===== src/rtl/rot_pkg.sv =====
// Shared widths and the request record for the rotate-request FIFO.
package rot_pkg;

    localparam int ROT_W = 32;
    localparam int AMT_W = 5;
    localparam int REQ_W = ROT_W + AMT_W;

    // One buffered rotate request: operand plus rotate amount.
    typedef struct packed {
        logic [ROT_W-1:0] data;
        logic [AMT_W-1:0] amt;
    } rot_req_t;

endpackage : rot_pkg


===== src/rtl/rot_req_fifo_if.sv =====
// Producer/consumer handshake bundle of the rotate-request FIFO.
interface rot_req_fifo_if
    import rot_pkg::*;
#(
    parameter int DEPTH = 4
);

    localparam int CNT_W = $clog2(DEPTH) + 1;

    logic [ROT_W-1:0] in_data_i;
    logic [AMT_W-1:0] in_amt_i;
    logic             in_valid_i;
    logic             in_ready_o;
    logic [ROT_W-1:0] out_data_o;
    logic [AMT_W-1:0] out_amt_o;
    logic             out_valid_o;
    logic             out_ready_i;
    logic [CNT_W-1:0] count_o;

    // Environment side: offers requests and takes the head entry.
    modport master (
        output in_data_i,
        output in_amt_i,
        output in_valid_i,
        input  in_ready_o,
        input  out_data_o,
        input  out_amt_o,
        input  out_valid_o,
        output out_ready_i,
        input  count_o
    );

    // FIFO side.
    modport slave (
        input  in_data_i,
        input  in_amt_i,
        input  in_valid_i,
        output in_ready_o,
        output out_data_o,
        output out_amt_o,
        output out_valid_o,
        input  out_ready_i,
        output count_o
    );

endinterface : rot_req_fifo_if


===== src/rtl/rot_req_mem.sv =====
// Register file holding the buffered requests: synchronous write,
// combinational read. Contents are not reset; the FIFO masks its
// outputs whenever no valid entry is present.
module rot_req_mem
    import rot_pkg::*;
#(
    parameter int DEPTH = 4
) (
    input  logic                     clk_i,
    input  logic                     we_i,
    input  logic [$clog2(DEPTH)-1:0] waddr_i,
    input  rot_req_t                 wdata_i,
    input  logic [$clog2(DEPTH)-1:0] raddr_i,
    output rot_req_t                 rdata_o
);

    rot_req_t mem_q [DEPTH];
    rot_req_t mem_d [DEPTH];

    // Next array contents: only the addressed slot changes on a write.
    always_comb begin
        mem_d = mem_q;
        if (we_i) begin
            mem_d[waddr_i] = wdata_i;
        end
    end

    // Storage register; deliberately without reset.
    always_ff @(posedge clk_i) begin
        mem_q <= mem_d;
    end

    assign rdata_o = mem_q[raddr_i];

endmodule : rot_req_mem


===== src/rtl/rot_req_fifo.sv =====
// First-word-fall-through FIFO of rotate requests feeding a rotator.
// Holds read/write pointers and occupancy; storage lives in rot_req_mem.
// Ready/valid are pure functions of the registered count, so neither
// depends combinationally on the opposite side's handshake.
module rot_req_fifo
    import rot_pkg::*;
#(
    parameter int DEPTH = 4
) (
    input  logic          clk_i,
    input  logic          rst_i,
    rot_req_fifo_if.slave bus
);

    localparam int PTR_W = $clog2(DEPTH);
    localparam int CNT_W = PTR_W + 1;

    localparam logic [CNT_W-1:0] DEPTH_C = CNT_W'(DEPTH);
    localparam logic [CNT_W-1:0] CNT_ONE = CNT_W'(1);
    localparam logic [PTR_W-1:0] PTR_ONE = PTR_W'(1);

    logic [PTR_W-1:0] wptr_q, wptr_d;
    logic [PTR_W-1:0] rptr_q, rptr_d;
    logic [CNT_W-1:0] count_q, count_d;

    logic     in_ready;
    logic     out_valid;
    logic     push;
    logic     pop;
    rot_req_t wr_req;
    rot_req_t head;

    assign in_ready  = (count_q < DEPTH_C);
    assign out_valid = (count_q != '0);
    assign push      = bus.in_valid_i && in_ready;
    assign pop       = out_valid && bus.out_ready_i;

    assign wr_req.data = bus.in_data_i;
    assign wr_req.amt  = bus.in_amt_i;

    // Pointer and occupancy next-state; pointers wrap naturally at DEPTH.
    always_comb begin
        wptr_d  = wptr_q;
        rptr_d  = rptr_q;
        count_d = count_q;
        if (push) begin
            wptr_d = wptr_q + PTR_ONE;
        end
        if (pop) begin
            rptr_d = rptr_q + PTR_ONE;
        end
        unique case ({push, pop})
            2'b10:   count_d = count_q + CNT_ONE;
            2'b01:   count_d = count_q - CNT_ONE;
            default: count_d = count_q;
        endcase
    end

    // Control state register; reset discards every buffered entry.
    always_ff @(posedge clk_i) begin
        if (rst_i) begin
            wptr_q  <= '0;
            rptr_q  <= '0;
            count_q <= '0;
        end else begin
            wptr_q  <= wptr_d;
            rptr_q  <= rptr_d;
            count_q <= count_d;
        end
    end

    rot_req_mem #(
        .DEPTH (DEPTH)
    ) u_mem (
        .clk_i   (clk_i),
        .we_i    (push),
        .waddr_i (wptr_q),
        .wdata_i (wr_req),
        .raddr_i (rptr_q),
        .rdata_o (head)
    );

    assign bus.in_ready_o  = in_ready;
    assign bus.out_valid_o = out_valid;
    assign bus.out_data_o  = out_valid ? head.data : '0;
    assign bus.out_amt_o   = out_valid ? head.amt  : '0;
    assign bus.count_o     = count_q;

endmodule : rot_req_fifo


===== src/flat_wrapper.sv =====
// flat-port wrapper written by rule: the top's interface ports become plain ports
module rot_req_fifo_flat import rot_pkg::*;
#(
    parameter int DEPTH = 4
)
  (clk_i, rst_i, bus_in_data_i, bus_in_amt_i, bus_in_valid_i, bus_in_ready_o, bus_out_data_o, bus_out_amt_o, bus_out_valid_o, bus_out_ready_i, bus_count_o);
  rot_req_fifo_if #(.DEPTH(DEPTH)) bus_i ();
  input  logic clk_i;
  input  logic rst_i;
  input wire logic [$bits(bus_i.in_data_i)-1:0] bus_in_data_i;
  input wire logic [$bits(bus_i.in_amt_i)-1:0] bus_in_amt_i;
  input wire logic [$bits(bus_i.in_valid_i)-1:0] bus_in_valid_i;
  output wire logic [$bits(bus_i.in_ready_o)-1:0] bus_in_ready_o;
  output wire logic [$bits(bus_i.out_data_o)-1:0] bus_out_data_o;
  output wire logic [$bits(bus_i.out_amt_o)-1:0] bus_out_amt_o;
  output wire logic [$bits(bus_i.out_valid_o)-1:0] bus_out_valid_o;
  input wire logic [$bits(bus_i.out_ready_i)-1:0] bus_out_ready_i;
  output wire logic [$bits(bus_i.count_o)-1:0] bus_count_o;
  assign bus_i.in_data_i = bus_in_data_i;
  assign bus_i.in_amt_i = bus_in_amt_i;
  assign bus_i.in_valid_i = bus_in_valid_i;
  assign bus_in_ready_o = bus_i.in_ready_o;
  assign bus_out_data_o = bus_i.out_data_o;
  assign bus_out_amt_o = bus_i.out_amt_o;
  assign bus_out_valid_o = bus_i.out_valid_o;
  assign bus_i.out_ready_i = bus_out_ready_i;
  assign bus_count_o = bus_i.count_o;
  rot_req_fifo #(.DEPTH(DEPTH)) u_core (.clk_i(clk_i), .rst_i(rst_i), .bus(bus_i));
endmodule

===== config.mk =====
export PLATFORM = sky130hd
export DESIGN_NAME = rot_req_fifo_flat
export DESIGN_NICKNAME = d
export VERILOG_FILES = /design/src/rtl/rot_pkg.sv /design/src/rtl/rot_req_fifo_if.sv /design/src/rtl/rot_req_mem.sv /design/src/rtl/rot_req_fifo.sv /design/src/flat_wrapper.sv
export SDC_FILE = /design/constraint.sdc
export NUM_CORES = 1
export LEC_CHECK = 0
export ABC_AREA = 1
export CORE_ASPECT_RATIO = 1.25
export CORE_UTILIZATION = 49
export DETAILED_ROUTE_END_ITERATION = 10
export PLACE_DENSITY = 0.71
export SYNTH_ARGS = -nofsm -noshare
export SYNTH_HDL_FRONTEND = slang
export SYNTH_HIERARCHICAL = 1
export SYNTH_SLANG_ARGS = --single-unit

===== constraint.sdc =====
create_clock -name clk_i -period 8.72 [get_ports clk_i]
set_input_delay 1.744 -clock clk_i [delete_from_list [all_inputs] [get_ports clk_i]]
set_output_delay 1.744 -clock clk_i [all_outputs]
set_load 0.01 [all_outputs]

Yosys cells after proc, flatten, opt, wreduce, memory -nomap -nowiden
Index checks and enable logic that the tools add are counted.

operators by class
  equal/unequal tests = 2
  mux-type cells = 9
  bitwise logic cells = 2
  reductions and logical operators = 5
  $add $sub $neg = 4
  $lt $le $gt $ge = 4

operators by type and width
  operator                                                     count
  bitwise mux 148 bit                                          1
  2-to-1 mux 37 bit                                            3
  binary-select mux 37 bit (select 2 bit)                      1
  demux 37 bit (select 2 bit)                                  1
  2-to-1 mux 32 bit                                            1
  greater-or-equal comparator 3 bit (second input constant)    2
  inverter 2 -> 3 bit                                          2
  case mux 3 bit (2 select lines)                              1
  2-to-1 mux 5 bit                                             1
  adder 2 x 1 -> 2 bit (second input constant)                 2
  adder 3 x 1 -> 3 bit (second input constant)                 1
  logical AND 1 bit                                            3
  less-than comparator 3 x 1 -> 1 bit (second input constant)  1
  less-than comparator 3 bit (second input constant)           1
  nonzero test 3 bit                                           1
  subtractor 3 x 1 -> 3 bit (second input constant)            1
  == test 2 x 1 -> 1 bit (second input constant)               1
  == test 2 bit (second input constant)                        1
  nonzero test 2 bit                                           1

storage, ports and cells
  flip-flop bits (word level) = 155
  logic and storage cells = 37
  output and inout port bits = 42

Longest topological paths before layout
Gate-level depths: netlist of the first run.

  depth in word-level cells = 6
  depth in mapped cells = 15
  mapped depth without buffers = 13

Modules after synthesis
The synthesis of the first run kept the hierarchy.

modules (own cells, without submodules)
  module        times used  cells each  area an instance (sq um)  seq. area each (sq um)
  rot_req_mem   1           587         6262.3                    4444.3
  rot_req_fifo  1           131         683.2                     140.1

Least setup slack after synthesis of the first run
Ideal clock, no wire load.

  kind = in2reg
  start point = input port bus_in_valid_i
  end point = register u_core/u_mem/mem_q[0] in the netlist's numbering, enable pin
  stages = 4
  arrival time = 4.540 ns
  path slack = 3.703 ns
  cell sequence = nand2_1 inv_1 inv_1 nor3_1

on the way
  cells in the longest elaborated chain, start to end = 1

RTL lines
  item                    line                RTL
  start: declaration      flat_wrapper.sv:12  input wire logic [$bits(bus_i.in_valid_i)-1:0] bus_in_valid_i;
  logical AND 1 bit       rot_req_fifo.sv:35  assign push = bus.in_valid_i && in_ready;
  net u_core.push         rot_req_fifo.sv:28  logic push;
  end signal: assignment  rot_req_mem.sv:30   mem_q <= mem_d;
  end: declaration        rot_req_mem.sv:17   rot_req_t mem_q [DEPTH];

The timed path passes the listed nets, and every way through them passes these cells.
A chain may end at the register's enable or synchronous reset.

==> results.sh, run 1 <==
export IMPL_crit_arrival_ps=2860
export IMPL_critical_path_class="reg -> out"
export IMPL_synth_top_area_share=0.640
export IMPL_synthesis_area_sq_um=6950
export IMPL_dp_hpwl_um=8380
export IMPL_htree_num_levels=4
export IMPL_clk_pin_slew_worst_paths_ps=60
export IMPL_ys_ff_latch=155
export IMPL_relSlewSlack=0.383
export IMPL_cts_setup_buffers=0
export IMPL_vias=4667
export IMPL_end_kind="output pin"
export IMPL_syn_inst=718
export IMPL_drt_iter0_markers=259
export IMPL_finalCoreUtilization=0.614
export IMPL_clock_root_buffer="clkbuf_16"
export IMPL_yosysTopAreaCell="edfxtp_1"
export IMPL_p_leak_nw=3.90
export IMPL_cts_buffers=17
export IMPL_fillCellCount=1120
export IMPL_seqPwrFrac=0.374
export IMPL_ys_warn_count=6
export IMPL_cts_resized_gates=0
export IMPL_p_switching_uw=746
export IMPL_critPathRequiredTime_ps=6980
export IMPL_wirelength_um=13900
export IMPL_r2r_start="u_core/bus.count_o[2]"
export IMPL_min_path_type="reg -> reg"
export IMPL_core_area_sq_um=13800
export IMPL_setup_viol=0
export IMPL_numClockSinks=155
export IMPL_ios=83
export IMPL_final_nets=843
export IMPL_wl_per_cell_um=14.1
export IMPL_port_buffers=82
export IMPL_die_area_sq_um=14700
export IMPL_hold_depth=1
export IMPL_rsz0062_at_grt="false"
export IMPL_hold_buffers=0
export IMPL_clockPowerShare=0.310
export IMPL_max_freq_mhz=217
export IMPL_synth_seq_area_share=0.660
export IMPL_r2r_cells=6
export IMPL_route_detailed_drc=0
export IMPL_antenna_found_initial=0
export IMPL_clock_latency_ps=420
export IMPL_hold_viol=0
export IMPL_grt_pass1_wl_um=22200
export IMPL_vias_per_cell=4.73
export IMPL_vdd_ir_drop_worst_uv=171
export IMPL_min_from="u_core/bus.count_o[0]"
export IMPL_drive_above_1_share=0.0542
export IMPL_clock_path_buffers=2
export IMPL_cap_violations=0
export IMPL_crit_fanout=40
export IMPL_start_util=0.503
export IMPL_syn_num_nets=761
export IMPL_cts_tree="built"
export IMPL_syn_area_per_cell_sq_um=9.67
export IMPL_rows=48
export IMPL_ys_types=19
export IMPL_synth_area_leaders="edfxtp_1 (64%), inv_1 (11%), nand2_1 (11%), nand3_1 (5.5%), nor2_1 (2.4%)"
export IMPL_overflow=0
export IMPL_skew_ps=7.78
export IMPL_start_kind="register"
export IMPL_gp_congestion=0.722
export IMPL_grt_max_degree=77
export IMPL_r2r_end="u_core/u_mem/mem_q[22]"
export IMPL_drtAntennaViolNets=0
export IMPL_tightestPinTransition_ps=925
export IMPL_swShare=0.301
export IMPL_slew_viol_final=0
export IMPL_status="complete, no violations"
export IMPL_fin_setup_tns_ps=0
export IMPL_rrSetupSlack_ps=6370
export IMPL_area_growth_pct=22.1
export IMPL_p_int_mw=1.73
export IMPL_powerDensity_nw_per_um2=292
export IMPL_finalCritPeriodShare=0.528
export IMPL_chipWidth_um=108
export IMPL_fin_crit_ps=4610
export IMPL_n_antenna_cell=0
export IMPL_pwr_share_comb=0.315
export IMPL_die_h_um=135
export IMPL_grt_pass1_vias=4674
export IMPL_grtUsageTotal=0.204
export IMPL_hold_path_end="u_core/bus.count_o[0]"
export IMPL_dr_pass1_iters=5
==> logic make-up after synthesis <==
| family | after synthesis | share of synthesized area |
|---|---|---|
| DFF | 155 | 0.660 |
| and+or+nand+nor | 323 | 0.191 |
| adders and majority gates | 2 | 0.00468 |
| buffers and inverters | 231 | 0.139 |
| AOI/OAI and AO/OA | 7 | 0.00504 |
==> synth_stat cells <==
cell type,number
nand2_1,196
buf_6,10
o21ai_0,3
a21oi_1,4
dfxtp_1,7
nand3_1,76
nand4_1,1
buf_4,1
buf_1,1
inv_2,5
edfxtp_1,148
ha_1,1
nand3_4,1
clkbuf_1,1
buf_2,14
fa_1,1
nor3_1,5
inv_1,199
nor2_1,44
==> power groups by stage <==
stage                     registers (mW)  logic, mW  clock network, mW
after floorplan                    0.936      0.479                  0
after CTS                          0.927      0.793              0.776
final                              0.927      0.781              0.769
after detailed placement           0.942      0.787                  0
after global routing               0.932      0.870              0.807
after global placement             0.938      0.771                  0
==> placed cells by master (no fill, tap or decap), drive strengths merged, types with 6 or more instances in the layout <==
cell type      Yosys  routed
clkbuf             1      20
inv              204     204
edfxtp           148     148
nand2            196     196
nand3             77      77
clkdlybuf4s50      0      82
clkinv             0       6
nor2              44      44
dfxtp              7       7
buf               26       8
==> per-stage QoR <==
stage | total power [mW] | hold slack [ps] | area, sq um | std cells | setup slack (ps)
finish | 2.48 | 524 | 8480 | 987 | 4110
global route | 2.61 | 541 | 8480 | 987 | 3890
CTS | 2.50 | 518 | 8480 | 987 | 4090
detailed placement | 1.73 | 507 | 7870 | 956 | 4540
global placement | 1.71 | 472 | 7870 | 956 | 4570
floorplan | 1.42 | 495 | 6950 | 718 | 3700
==> worst max path at each step <==
stage | start | depth (start not counted) | to | slack (ps)
2_1_floorplan | bus_in_valid_i | 4 | u_core/u_mem/mem_q[0] | 3700
3_3_place_gp | u_core/rptr_q[1] | 6 | bus_out_data_o[29] | 4570
3_5_place_dp | u_core/rptr_q[1] | 6 | bus_out_data_o[4] | 4540
4_1_cts | u_core/rptr_q[1] | 6 | bus_out_data_o[4] | 4090
5_1_grt | u_core/rptr_q[1] | 6 | bus_out_data_o[2] | 3890
6_report | u_core/rptr_q[1] | 6 | bus_out_data_o[29] | 4110
==> metal layers <==
layer / global-route usage / wire, um
met5: 0 / 0
met4: 0.0856 / 238
met3: 0.0439 / 634
met1: 0.234 / 5610
met2: 0.363 / 7390
==> worst max-delay path, stage by stage, from the launching register on <==
cell and delay (ps):
dfxtp_2 930, inv_2 570, nand3_1 230, nand2_1 90, inv_1 60, nor2_1 40
clkdlybuf4s50_1 500
==> sequential cells by signal, indices dropped and copies added, names as in the netlist <==
register,count
u_core/bus.count_o,3
u_core/rptr_q,2
u_core/u_mem/mem_q,148
u_core/wptr_q,2
==> area by class of cell <==
class                      count  area [sq um]  area share
inverter                     204           766      0.0903
tap                          175           219      0.0258
clock buffer                  20           437      0.0515
clock inverter                11           175      0.0207
multi-input combinational    332          1420       0.167
timing repair buffer          90           881       0.104
sequential                   155          4590       0.541
Note: power is estimated with default switching activity, not from simulation.
==> run 2: changes to the inputs <==
- PLACE_DENSITY: 0.71 -> 0.74
- clock period: 8.72 -> 4.1 ns (I/O delays scaled with it)
==> run 2 against run 1 <==
  * Core utilization increased by 0.13 points
  * Design area up 0.21%
  * Worst setup slack worse by 3300 ps
  * Via count shrank 1.6%
  * Flip-flop and latch count unchanged
  * Wire length shrank 2.6%
  * Cell count rose by 0.20%
  * Critical path depth is 2 higher
  * Non-clock buffer count increased by 1
  * Sequential power rose by 110%
  * Largest cell class unchanged
==> results.sh, run 2 (synthesis gave the netlist of run 1 again) <==
export IMPL_wl_per_cell_um=13.7
export IMPL_crit_fanout=38
export IMPL_largest_register="u_core/u_mem/mem_q"
export IMPL_fin_ws_ps=849
export IMPL_grt_max_degree=77
export IMPL_vias_per_cell=4.64
export IMPL_status="complete, no violations"
export IMPL_fillCellCount=1112
export IMPL_design_area_sq_um=8500
export IMPL_fin_setup_tns_ps=0
export IMPL_core_area_sq_um=13800
export IMPL_end_kind="output pin"
export IMPL_skew_ps=6.71
export IMPL_dp_hpwl_um=7630
export IMPL_drt_iter0_markers=270
export IMPL_cts_buffers=17
export IMPL_slew_viol_final=0
export IMPL_hold_viol=0
export IMPL_port_buffers=82
export IMPL_p_leak_nw=3.90
export IMPL_rsz0062_at_grt="false"
export IMPL_relSlewSlack=0.418
export IMPL_start_util=0.503
export IMPL_die_h_um=135
export IMPL_chipWidth_um=108
export IMPL_n_antenna_cell=0
export IMPL_setup_viol=0
export IMPL_crit_chain="inv_2 > buf_12 > nand2_1 > nand3_1 > nand2_1 > inv_1 > nor2_1 > clkdlybuf4s50_1"
export IMPL_layout_common_cells="inv_1 (199), nand2_1 (196), edfxtp_1 (148), clkdlybuf4s50_1 (82), nand3_1 (76)"
export IMPL_critical_path_class="reg -> out"
export IMPL_fin_crit_ps=3250
export IMPL_clock_latency_ps=410
export IMPL_antenna_found_initial=0
export IMPL_final_nets=844
export IMPL_clock_path_buffers=2
export IMPL_critPathRequiredTime_ps=3280
export IMPL_cts_setup_buffers=0
export IMPL_vdd_ir_drop_worst_uv=383
export IMPL_rows=48
export IMPL_crit_arrival_ps=2430
export IMPL_drtAntennaViolNets=0
export IMPL_slowest_delay_ps=500
export IMPL_route_detailed_drc=0
export IMPL_hold_buffers=0
export IMPL_cts_resized_gates=0
export IMPL_placed_area_sq_um=7920
export IMPL_tightestPinTransition_ps=869
export IMPL_area_growth_pct=22.4
export IMPL_start_kind="register"
export IMPL_min_path_type="reg -> reg"
export IMPL_dr_pass1_iters=4
export IMPL_overflow=0
export IMPL_clk_pin_slew_worst_paths_ps=60
export IMPL_die_area_sq_um=14700
export IMPL_wirelength_um=13500
export IMPL_ios=83
export IMPL_largest_reg_flops=148
export IMPL_drive_above_1_share=0.0602
export IMPL_cp_common_cell="nand2_1"
export IMPL_clock_root_buffer="clkbuf_16"
export IMPL_grt_pass1_wl_um=21300
export IMPL_max_freq_mhz=308
export IMPL_final_common_cell="inv_1"
export IMPL_finalCritPeriodShare=0.793
export IMPL_gp_congestion=0.711
export IMPL_cp_slowest_cell="inv_2"
export IMPL_htree_num_levels=4
export IMPL_vias=4592
export IMPL_cap_violations=0
export IMPL_grt_pass1_vias=4367
export IMPL_dp_slack_ps=1200
export IMPL_powerDensity_nw_per_um2=611
export IMPL_cts_tree="built"
export IMPL_numClockSinks=155
export IMPL_grtUsageTotal=0.198
[run 2: changes by cell type in the layout (fill, tap and decap cells not counted), moves of 2 or more]
| cell | change |
|---|---|
| buf_4 | -2 |
| clkinvlp_4 | +4 |
| buf_12 | +3 |
| clkinv_1 | -2 |
| bufinv_16 | -2 |
[run 2: cell type report]
type | count | area, sq um | share of cell area
flip-flops and latches | 155 | 4590 | 0.540
well taps | 175 | 219 | 0.0258
clock buffers | 19 | 433 | 0.0509
multi-input cells | 332 | 1420 | 0.167
repair buffers | 91 | 926 | 0.109
clock inverters | 13 | 151 | 0.0178
inverters | 204 | 766 | 0.0901
[run 2: per-layer routing]
metal / up-vias / global-route usage / share of wire
li1: 2353 / - / -
met3: 19 / 0.0458 / 0.048
met1: 2092 / 0.237 / 0.40
met2: 128 / 0.343 / 0.54
met4: 0 / 0.0773 / 0.016
met5: - / 0 / 0
[run 2: power breakdown]
group | internal (mW) | leakage [nW] | total, mW | switching [mW]
clock network | 0.948 | 0.274 | 1.53 | 0.579
registers | 1.90 | 1.42 | 1.95 | 0.0442
logic | 0.727 | 2.21 | 1.71 | 0.986
total | 3.58 | 3.90 | 5.19 | 1.61
[run 2: metrics by stage]
step / total power, mW / util / cells / hold slack [ps]
6_report: 5.19 / 0.615 / 989 / 492
5_1_grt: 5.49 / 0.615 / 989 / 515
4_1_cts: 5.24 / 0.615 / 989 / 497
3_5_place_dp: 3.70 / 0.573 / 957 / 480
3_3_place_gp: 3.67 / 0.573 / 957 / 468
2_1_floorplan: 3.01 / - / 718 / 495
[run 2: worst paths after layout]
kind | start | to | slack [ps] | cells after the start
setup / recovery | u_core/rptr_q[0] | bus_out_data_o[7] | 850 | 8
hold / removal | u_core/bus.count_o[0] | u_core/bus.count_o[0] | 490 | 1
setup reg to reg | u_core/bus.count_o[1] | u_core/bus.count_o[1] | 1940 | 8
hold reg to reg | u_core/bus.count_o[0] | u_core/bus.count_o[0] | 490 | 1
[run 2: worst max-delay path, delay by kind of cell (launching register included)]
family | cells | cell delay (ps)
buf+inv | 4 | 1360
flops | 1 | 320
simple gates | 4 | 290
